**config.mk**
```make
export PLATFORM = sky130hd
export DESIGN_NAME = psum_buffer_ctrl
export DESIGN_NICKNAME = d
export VERILOG_FILES = /design/src/rtl/psum_buffer_ctrl_pkg.sv /design/src/rtl/psum_buffer_ctrl_mem.sv /design/src/rtl/psum_buffer_ctrl.sv
export SDC_FILE = /design/constraint.sdc
export NUM_CORES = 1
export LEC_CHECK = 0
export BUFFER_PORTS_ARGS = -buffer_cell sky130_fd_sc_hd__buf_2
export CAP_MARGIN = 0
export CELL_PAD_IN_SITES_DETAIL_PLACEMENT = 1
export CELL_PAD_IN_SITES_GLOBAL_PLACEMENT = 1
export CORE_UTILIZATION = 60
export CTS_BUF_LIST = sky130_fd_sc_hd__clkbuf_4 sky130_fd_sc_hd__clkbuf_8
export DETAILED_ROUTE_END_ITERATION = 16
export GPL_TIMING_DRIVEN = 0
export HOLD_SLACK_MARGIN = 0.03
export PLACE_DENSITY = 0.87
export SLEW_MARGIN = 20
export SYNTH_ARGS = -nofsm -noshare
export SYNTH_HDL_FRONTEND = slang
export SYNTH_SLANG_ARGS = --single-unit
```
**constraint.sdc**
```tcl
create_clock -name clk -period 6.8 [get_ports clk]
set_clock_uncertainty 0.2 [all_clocks]
set_input_delay 0 -clock clk [delete_from_list [all_inputs] [get_ports clk]]
set_output_delay 0 -clock clk [all_outputs]
set_load 0.01 [all_outputs]
```
**src/rtl/psum_buffer_ctrl_pkg.sv**
```systemverilog
// Shared definitions for the psum buffer: default geometry and read FSM encoding.
// The read FSM encoding is fixed because the controller decodes it.
package psum_buffer_ctrl_pkg;

    localparam int PSUM_WIDTH_DEF = 16;
    localparam int PSUM_DEPTH_DEF = 16;

    typedef enum logic [1:0] {
        R_IDLE  = 2'd0,
        R_FETCH = 2'd1,
        R_HOLD  = 2'd2
    } rd_state_e;

endpackage

```
**src/rtl/psum_buffer_ctrl_mem.sv**
```systemverilog
// psum_mem: DEPTH x WIDTH register array with one write port and one registered read-first port.
// With PSUM_ACC_EN the current write-address contents are also exposed for read-modify-write.
module psum_mem #(
    parameter int DEPTH = 16,
    parameter int AW    = 4,
    parameter int WIDTH = 16
) (
    input  logic             clk,
    input  logic             rst_n,
    input  logic             clr,
    input  logic             we,
    input  logic [AW-1:0]    waddr,
    input  logic [WIDTH-1:0] wdata,
    input  logic             re,
    input  logic [AW-1:0]    raddr,
    output logic [WIDTH-1:0] rdata
`ifdef PSUM_ACC_EN
    ,
    output logic [WIDTH-1:0] wold
`endif
);

    logic [WIDTH-1:0] mem [DEPTH];

    // Contents survive both resets; only the read register is cleared.
    always_ff @(posedge clk) begin
        if (we) mem[waddr] <= wdata;
    end

    always_ff @(posedge clk or negedge rst_n) begin
        if (!rst_n)     rdata <= '0;
        else if (clr)   rdata <= '0;
        else if (re)    rdata <= mem[raddr];
    end

`ifdef PSUM_ACC_EN
    assign wold = mem[waddr];
`endif

endmodule

```
**src/rtl/psum_buffer_ctrl.sv**
```systemverilog
// Partial-sum scratchpad controller: read FSM, read/write pointers, written flags, write-wrap flag.
// Define PSUM_ACC_EN to accumulate into the buffer (first_time selects store vs add).
module psum_buffer_ctrl
    import psum_buffer_ctrl_pkg::*;
#(
    parameter int PSUM_DEPTH      = PSUM_DEPTH_DEF,
    parameter int PSUM_ADDR_WIDTH = $clog2(PSUM_DEPTH),
    parameter int PSUM_WIDTH      = PSUM_WIDTH_DEF
) (
    input  logic                  clk,
    input  logic                  reset,
    input  logic                  global_rst,
    input  logic                  psum_buffer_ren,
    input  logic                  next_psum_raddr,
    input  logic                  rst_psum_raddr,
    input  logic                  next_psum_waddr,
    input  logic                  first_time,
    input  logic                  wen,
    input  logic [PSUM_WIDTH-1:0] wdata,
    output logic [PSUM_WIDTH-1:0] psum_rdata,
    output logic                  psum_buffer_valid,
    output logic                  can_read_psum,
    output logic                  psum_w_co,
    output logic                  error
);

    rd_state_e                  state, state_nxt;
    logic [PSUM_ADDR_WIDTH-1:0] raddr, waddr, fetch_addr;
    logic [PSUM_DEPTH-1:0]      written;
    logic                       rd_accept, rd_err, wr_ok, acc_err, error_nxt;
    logic [PSUM_WIDTH-1:0]      wr_val;

    assign can_read_psum     = written[raddr] & (state == R_IDLE);
    assign psum_buffer_valid = (state == R_HOLD);

    always_ff @(posedge clk or negedge reset) begin
        if (!reset)          state <= R_IDLE;
        else if (global_rst) state <= R_IDLE;
        else                 state <= state_nxt;
    end

    always_comb begin
        state_nxt = state;
        rd_accept = 1'b0;
        rd_err    = 1'b0;
        case (state)
            R_IDLE: begin
                if (psum_buffer_ren) begin
                    if (can_read_psum) begin
                        rd_accept = 1'b1;
                        state_nxt = R_FETCH;
                    end else begin
                        rd_err = 1'b1;
                    end
                end
            end
            R_FETCH: state_nxt = R_HOLD;
            R_HOLD:  if (next_psum_raddr || rst_psum_raddr) state_nxt = R_IDLE;
            default: state_nxt = R_IDLE;
        endcase
    end

    assign wr_ok = wen & ~psum_w_co;

`ifdef PSUM_ACC_EN
    logic [PSUM_WIDTH-1:0] wold;
    // Accumulating into a never-written entry is flagged but still stores the raw value.
    assign acc_err = wen & ~first_time & ~written[waddr];
    assign wr_val  = (first_time || !written[waddr]) ? wdata : wold + wdata;
`else
    logic unused_first_time;
    assign unused_first_time = first_time;
    assign acc_err = 1'b0;
    assign wr_val  = wdata;
`endif

    assign error_nxt = rd_err | (wen & psum_w_co) | acc_err;

    always_ff @(posedge clk or negedge reset) begin
        if (!reset) begin
            raddr      <= '0;
            waddr      <= '0;
            fetch_addr <= '0;
            written    <= '0;
            psum_w_co  <= 1'b0;
            error      <= 1'b0;
        end else if (global_rst) begin
            raddr      <= '0;
            waddr      <= '0;
            fetch_addr <= '0;
            written    <= '0;
            psum_w_co  <= 1'b0;
            error      <= 1'b0;
        end else begin
            error <= error_nxt;
            if (rd_accept) fetch_addr <= raddr;
            if (rst_psum_raddr)       raddr <= '0;
            else if (next_psum_raddr) raddr <= raddr + 1'b1;
            if (wr_ok) written[waddr] <= 1'b1;
            // The write above uses the pre-increment address.
            if (next_psum_waddr) begin
                waddr <= waddr + 1'b1;
                if (&waddr) psum_w_co <= 1'b1;
            end
        end
    end

    psum_mem #(
        .DEPTH (PSUM_DEPTH),
        .AW    (PSUM_ADDR_WIDTH),
        .WIDTH (PSUM_WIDTH)
    ) u_mem (
        .clk   (clk),
        .rst_n (reset),
        .clr   (global_rst),
        .we    (wr_ok & ~global_rst),
        .waddr (waddr),
        .wdata (wr_val),
        .re    (state == R_FETCH),
        .raddr (fetch_addr),
        .rdata (psum_rdata)
`ifdef PSUM_ACC_EN
        ,
        .wold  (wold)
`endif
    );

endmodule

```
=== Word level (Yosys, flattened, before mapping) ===
Memory sizes are Yosys's and may differ from the RTL's.
Index checks and enable logic that the tools add are counted.

* Register bits after elaboration: 48
* Output and inout port bits: 20
* Logic and storage cells: 71
* Memories kept: 1
* Memory bits (writable): 256

{| class="wikitable"
|+ Memory list
! name !! depth !! width !! read ports !! clocked after memory_dff !! wr ports !! RTL line !! text
|-
| u_mem.mem || 16 || 16 || 1 || 0 || 1 || psum_buffer_ctrl_mem.sv:23 || <nowiki>logic [WIDTH-1:0] mem [DEPTH];</nowiki>
|}

* Muxes and demuxes: 32
* Bitwise operators: 8
* Equality and inequality tests: 5
* Reductions and logical operators: 12
* Add/sub/neg operators: 2
* Magnitude comparators: 3

{| class="wikitable"
|+ Operators with widths
! cell !! count
|-
| $mux 16 || 4
|-
| $mux 4 || 7
|-
| $or 16x16->16 || 1
|-
| $mux 1 || 14
|-
| $lt 4x5->1 const B || 2
|-
| $reduce_bool 2->1 || 5
|-
| $add 4x1->4 const B || 2
|-
| $mux 2 || 4
|-
| $ne 3x3->1 const B || 2
|-
| $pmux 2 s3 || 1
|-
| $and 1x1->1 || 4
|-
| $bmux 1 s4 || 1
|-
| $demux 1 s4 || 1
|-
| $ge 4x1->1 const B || 1
|-
| $reduce_and 4->1 || 1
|-
| $ne 3x2->1 const B || 1
|-
| $reduce_and 3->1 || 1
|-
| $reduce_bool 3->1 || 1
|-
| $eq 2x1->1 const B || 1
|-
| $eq 2x2->1 const B || 1
|-
| $logic_not 2->1 || 1
|-
| $not 1->1 || 2
|-
| $reduce_and 2->1 || 1
|-
| $logic_and 1x1->1 || 1
|-
| other kinds (2) || 2
|}

=== Depth between registers and ports, before layout ===
* Word-level depth: 8
* Mapped depth: 7

=== Cells and area by module ===
A second synthesis with hierarchy kept.

* Cell total of the unflattened synthesis: 740
* Area total of the unflattened synthesis: 12,157.9 µm²

{| class="wikitable"
|+ By module, submodules not included
! module !! instances !! area each (µm²) !! sequential area each (µm²) !! cells each
|-
| psum_mem || 1 || 10,626.4 || 8,087.8 || 606
|-
| psum_buffer_ctrl || 1 || 1,531.5 || 800.8 || 134
|}

=== Least setup slack after synthesis ===
No wires, ideal clock.

* Kind: reg-to-reg
* From: reg psum_w_co
* To: mem u_mem.mem[2][0] (enable)
* Library setup time: 0.412 ns
* Period minus slack after synthesis: 2.763 ns
* Data arrival time: 2.151 ns
* Data required time: 6.188 ns
* Stages on the path, launching flop included: 4
* Setup slack: 4.037 ns
* Cells stage by stage: dfrtp_1 > nor3b_1 > nand2_1 > nor3_1

* Cells in the longest elaborated chain, start to end: 5

{| class="wikitable"
|+ RTL lines
! item !! RTL line !! text
|-
| from (decl) || psum_buffer_ctrl.sv:23 || <nowiki>output logic psum_w_co,</nowiki>
|-
| from (signal assigned) || psum_buffer_ctrl.sv:85 || <nowiki>psum_w_co <= 1'b0;</nowiki>
|-
| from (signal assigned) || psum_buffer_ctrl.sv:92 || <nowiki>psum_w_co <= 1'b0;</nowiki>
|-
| from (signal assigned) || psum_buffer_ctrl.sv:103 || <nowiki>if (&waddr) psum_w_co <= 1'b1;</nowiki>
|-
| $not 1->1 || psum_buffer_ctrl.sv:63 || <nowiki>assign wr_ok = wen & ~psum_w_co;</nowiki>
|-
| $and 1x1->1 || psum_buffer_ctrl.sv:63 ||
|-
| $and 1x1->1 || psum_buffer_ctrl.sv:116 || <nowiki>.we (wr_ok & ~global_rst),</nowiki>
|-
| $mux 1 || psum_buffer_ctrl_mem.sv:27 || <nowiki>if (we) mem[waddr] <= wdata;</nowiki>
|-
| $mux 1 (not written as such) || psum_buffer_ctrl_mem.sv:27 ||
|-
| to (decl) || psum_buffer_ctrl_mem.sv:23 ||
|}

Every way passes these cells.

=== Worst setup path in the final report ===
* From: reg fetch_addr[1]
* To: reg u_mem.rdata[13]

* Cells in the longest elaborated chain, start to end: 3

{| class="wikitable"
|+ RTL lines
! item !! RTL line !! text
|-
| from (decl) || psum_buffer_ctrl.sv:28 || <nowiki>logic [PSUM_ADDR_WIDTH-1:0] raddr, waddr, fetch_addr;</nowiki>
|-
| from (signal assigned) || psum_buffer_ctrl.sv:96 || <nowiki>if (rd_accept) fetch_addr <= raddr;</nowiki>
|-
| $mem_v2 16x16 || -- ||
|-
| $mux 16 || psum_buffer_ctrl_mem.sv:33 || <nowiki>else if (re) rdata <= mem[raddr];</nowiki>
|-
| $mux 16 || psum_buffer_ctrl_mem.sv:32 || <nowiki>else if (clr) rdata <= '0;</nowiki>
|-
| to (signal assigned) || psum_buffer_ctrl_mem.sv:33 ||
|-
| to (decl) || psum_buffer_ctrl_mem.sv:16 || <nowiki>output logic [WIDTH-1:0] rdata</nowiki>
|}

Every way passes these cells. The select of a mux whose other input is x is not followed.
A chain may end at the register's enable or synchronous reset.

==> impl_metrics.yaml <==
cells_and_area:
  final_core_util: 0.7321
  drive_gt1_frac: 0.3032
  multi_input_comb_area_um2: 2773
  area_growth_pct: 17.79
  antennaDiodeCount: 0
  nNetsFinal: 769
  fillCellCount: 1513
  regArea_um2: 8889
grt:
  grt.overflow.total: 0
  grt_max_degree: 34
  gr-usage-all-layers: 0.3521
  first_global_vias: 7419
  grt_first_pass_wirelength_um: 48960
  antenna_found_initial: 0
die:
  die_h_um: 142.1
  coreArea_um2: 18960
  ios: 45
  dieArea_um2: 20200
  die_x_um: 142.1
  rows: 50
  initial_utilization: 0.6215
yosys:
  synth_edf_count: 256
  yosys.area.top_type: "edfxtp_1"
  avgSynthCellArea_um2: 19.67
  synth-async-reset-ratio: 0.1579
  ys_seq_area_frac: 0.7545
  yosysMostFrequentCell: "edfxtp_1"
  synth_cells: 599
  synth_seq_cells: 304
  syn_nets: 629
  synth.top_cells.by_count: "edfxtp_1 (256), mux4_2 (65), dfrtp_1 (48)"
  synth_ff_type: "edfxtp_1"
  syn-cell-area_um2: 11780
  synth.distinct_cells: 35
  synthTopCellsByArea: "edfxtp_1 (65%), mux4_2 (12%), dfrtp_1 (10%), mux2i_1 (3.5%), nor2_1 (1.2%)"
  yosysTopAreaCellShare: 0.6525
  synth.yosys.warnings: 0
critical_path:
  critPathArrivalTime_ps: 3310
  crit_end: "u_mem.rdata[13]"
  critPathLaunchType: "flip-flop"
  r2r-end: "u_mem.rdata[13]"
  r2r_start: "fetch_addr[1]"
  criticalPathCategory: "reg -> reg"
  worst_ep_required_time_ps: 7030
  reg2reg_slack_ps: 3730
  crit_start: "fetch_addr[1]"
  crit_path_max_fanout: 10
  worstRegToRegCells: 7
  end_kind: "flip-flop"
clocking:
  cts_buffers: 47
  postCtsResizedCells: 0
  cts_buffer_depth: 3
  clk_pin_slew_ps: 80
  cts_root_buf: "clkbuf_8"
  post_cts_buffers: 0
  clk_latency_ps: 570
  ctsHtreeMaxLevel: 2
  cts_tree: "yes"
  holdBufCountCts: 29
  cts.sinks: 304
power:
  ir_worst_vdd_mv: 0.1792
  p_leak_nw: 4.840
  powerDensity_nw_per_um2: 273.5
  finalPower_w: 0.003796
timing:
  worst_pin_slew_ps: 981.5
  timing.final.crit_share: 0.4522
  hold_viol: 0
  timing.final.crit_period_ps: 3075
  max_freq_mhz: 325.2
  relSlewSlack: 0.3457
  fin_tns_setup_ps: 0
  final_max_slew_viol_count: 0
  rsz0062_at_grt: "false"
  finalSetupViolCount: 0
  setup_ws_ps: 3725
placed_design:
  gp_congestion: 0.8124
  portBuffers: 42
  hpwl_um: 19550
  dp_slack_ps: 3969
drt:
  detail_route.vias_per_cell: 6.487
  drc: 0
  drt_iter0_drc: 701
  num_vias: 6714
  final_antenna_net_count: 0
  drtPass1Iterations: 5
  detail_route.wl_per_cell_um: 32.25
  routed_wl_um: 33380
outcome:
  status: "completed"
run:
  maxCapViolations: 0
worst_hold_path:
  hold_path.class: "in -> reg"
## report_power, final
group,internal [W],switching (W),total [W]
clock network,0.000861,0.000733,0.00159
registers,0.00204,0.0000112,0.00205
logic,0.0000531,0.0000972,0.000150
total,0.00295,0.000841,0.00380
## critical path, cell delays in order, from the launching register on
cell and delay (ps):
dfrtp_1 360, clkbuf_1 490, buf_1 750, mux4_2 460
mux2i_1 290, nor2_1 70, a21oi_1 190, o21ai_1 130
## how the worst min path moves through the flow
stage / cells after the start / endpoint / slack, ps / start
2_1_floorplan: 0 / error / -500 / reset
3_3_place_gp: 2 / raddr[0] / 20 / rst_psum_raddr
3_5_place_dp: 2 / raddr[2] / 30 / rst_psum_raddr
4_1_cts: 5 / state[1] / 60 / rst_psum_raddr
5_1_grt: 4 / state[0] / 130 / psum_buffer_ren
6_report: 4 / waddr[0] / 120 / next_psum_waddr
## flip-flops by register name (all words and copies together) (netlist names)
register,count
error,1
waddr,4
fetch_addr,4
u_mem.mem,256
psum_w_co,1
written,16
state,2
raddr,4
u_mem.rdata,16
## per-layer routing
metal / share of wire / global-route usage / vias up
met5: 0 / 0 / -
met4: 0.044 / 0.1511 / 0
met3: 0.068 / 0.06696 / 124
met2: 0.52 / 0.6063 / 422
met1: 0.37 / 0.4410 / 3494
li1: - / - / 2674
## cell families after synthesis
group | synth area share
compound gates | 0.03080
buf+inv | 0.01444
mux | 0.1591
simple gates | 0.03144
flops | 0.7545
fa+ha+maj | 0.005310
xor+xnor | 0.004461
## cell type report
class | instances | area share
Multi-Input combinational cell | 257 | 0.1998
Clock inverter | 15 | 0.008836
Buffer | 32 | 0.01064
Timing Repair Buffer | 91 | 0.05518
Tap cell | 260 | 0.02344
Inverter | 6 | 0.001623
Clock buffer | 70 | 0.05996
Sequential cell | 304 | 0.6405
## layout by cell type (no fill, tap or decap), drive strengths merged, types with 16 or more instances in the layout
cell / instances
nor2: 38
edfxtp: 256
clkbuf: 87
o21ai: 16
nand2: 18
buf: 78
dfrtp: 48
a21oi: 19
mux4: 65
mux2i: 41
dlygate4sd3: 28
## metrics by stage
step                      instance area, um^2  hold slack [ps]  cells
final                                   13880            116.8   1035
after global routing                    13880            134.2   1035
after CTS                               13880            58.94   1035
after detailed placement                12620            30.41    921
after global placement                  12320            20.30    901
after floorplan                         11780           -495.6    599
(Power assumes the default switching activity.)
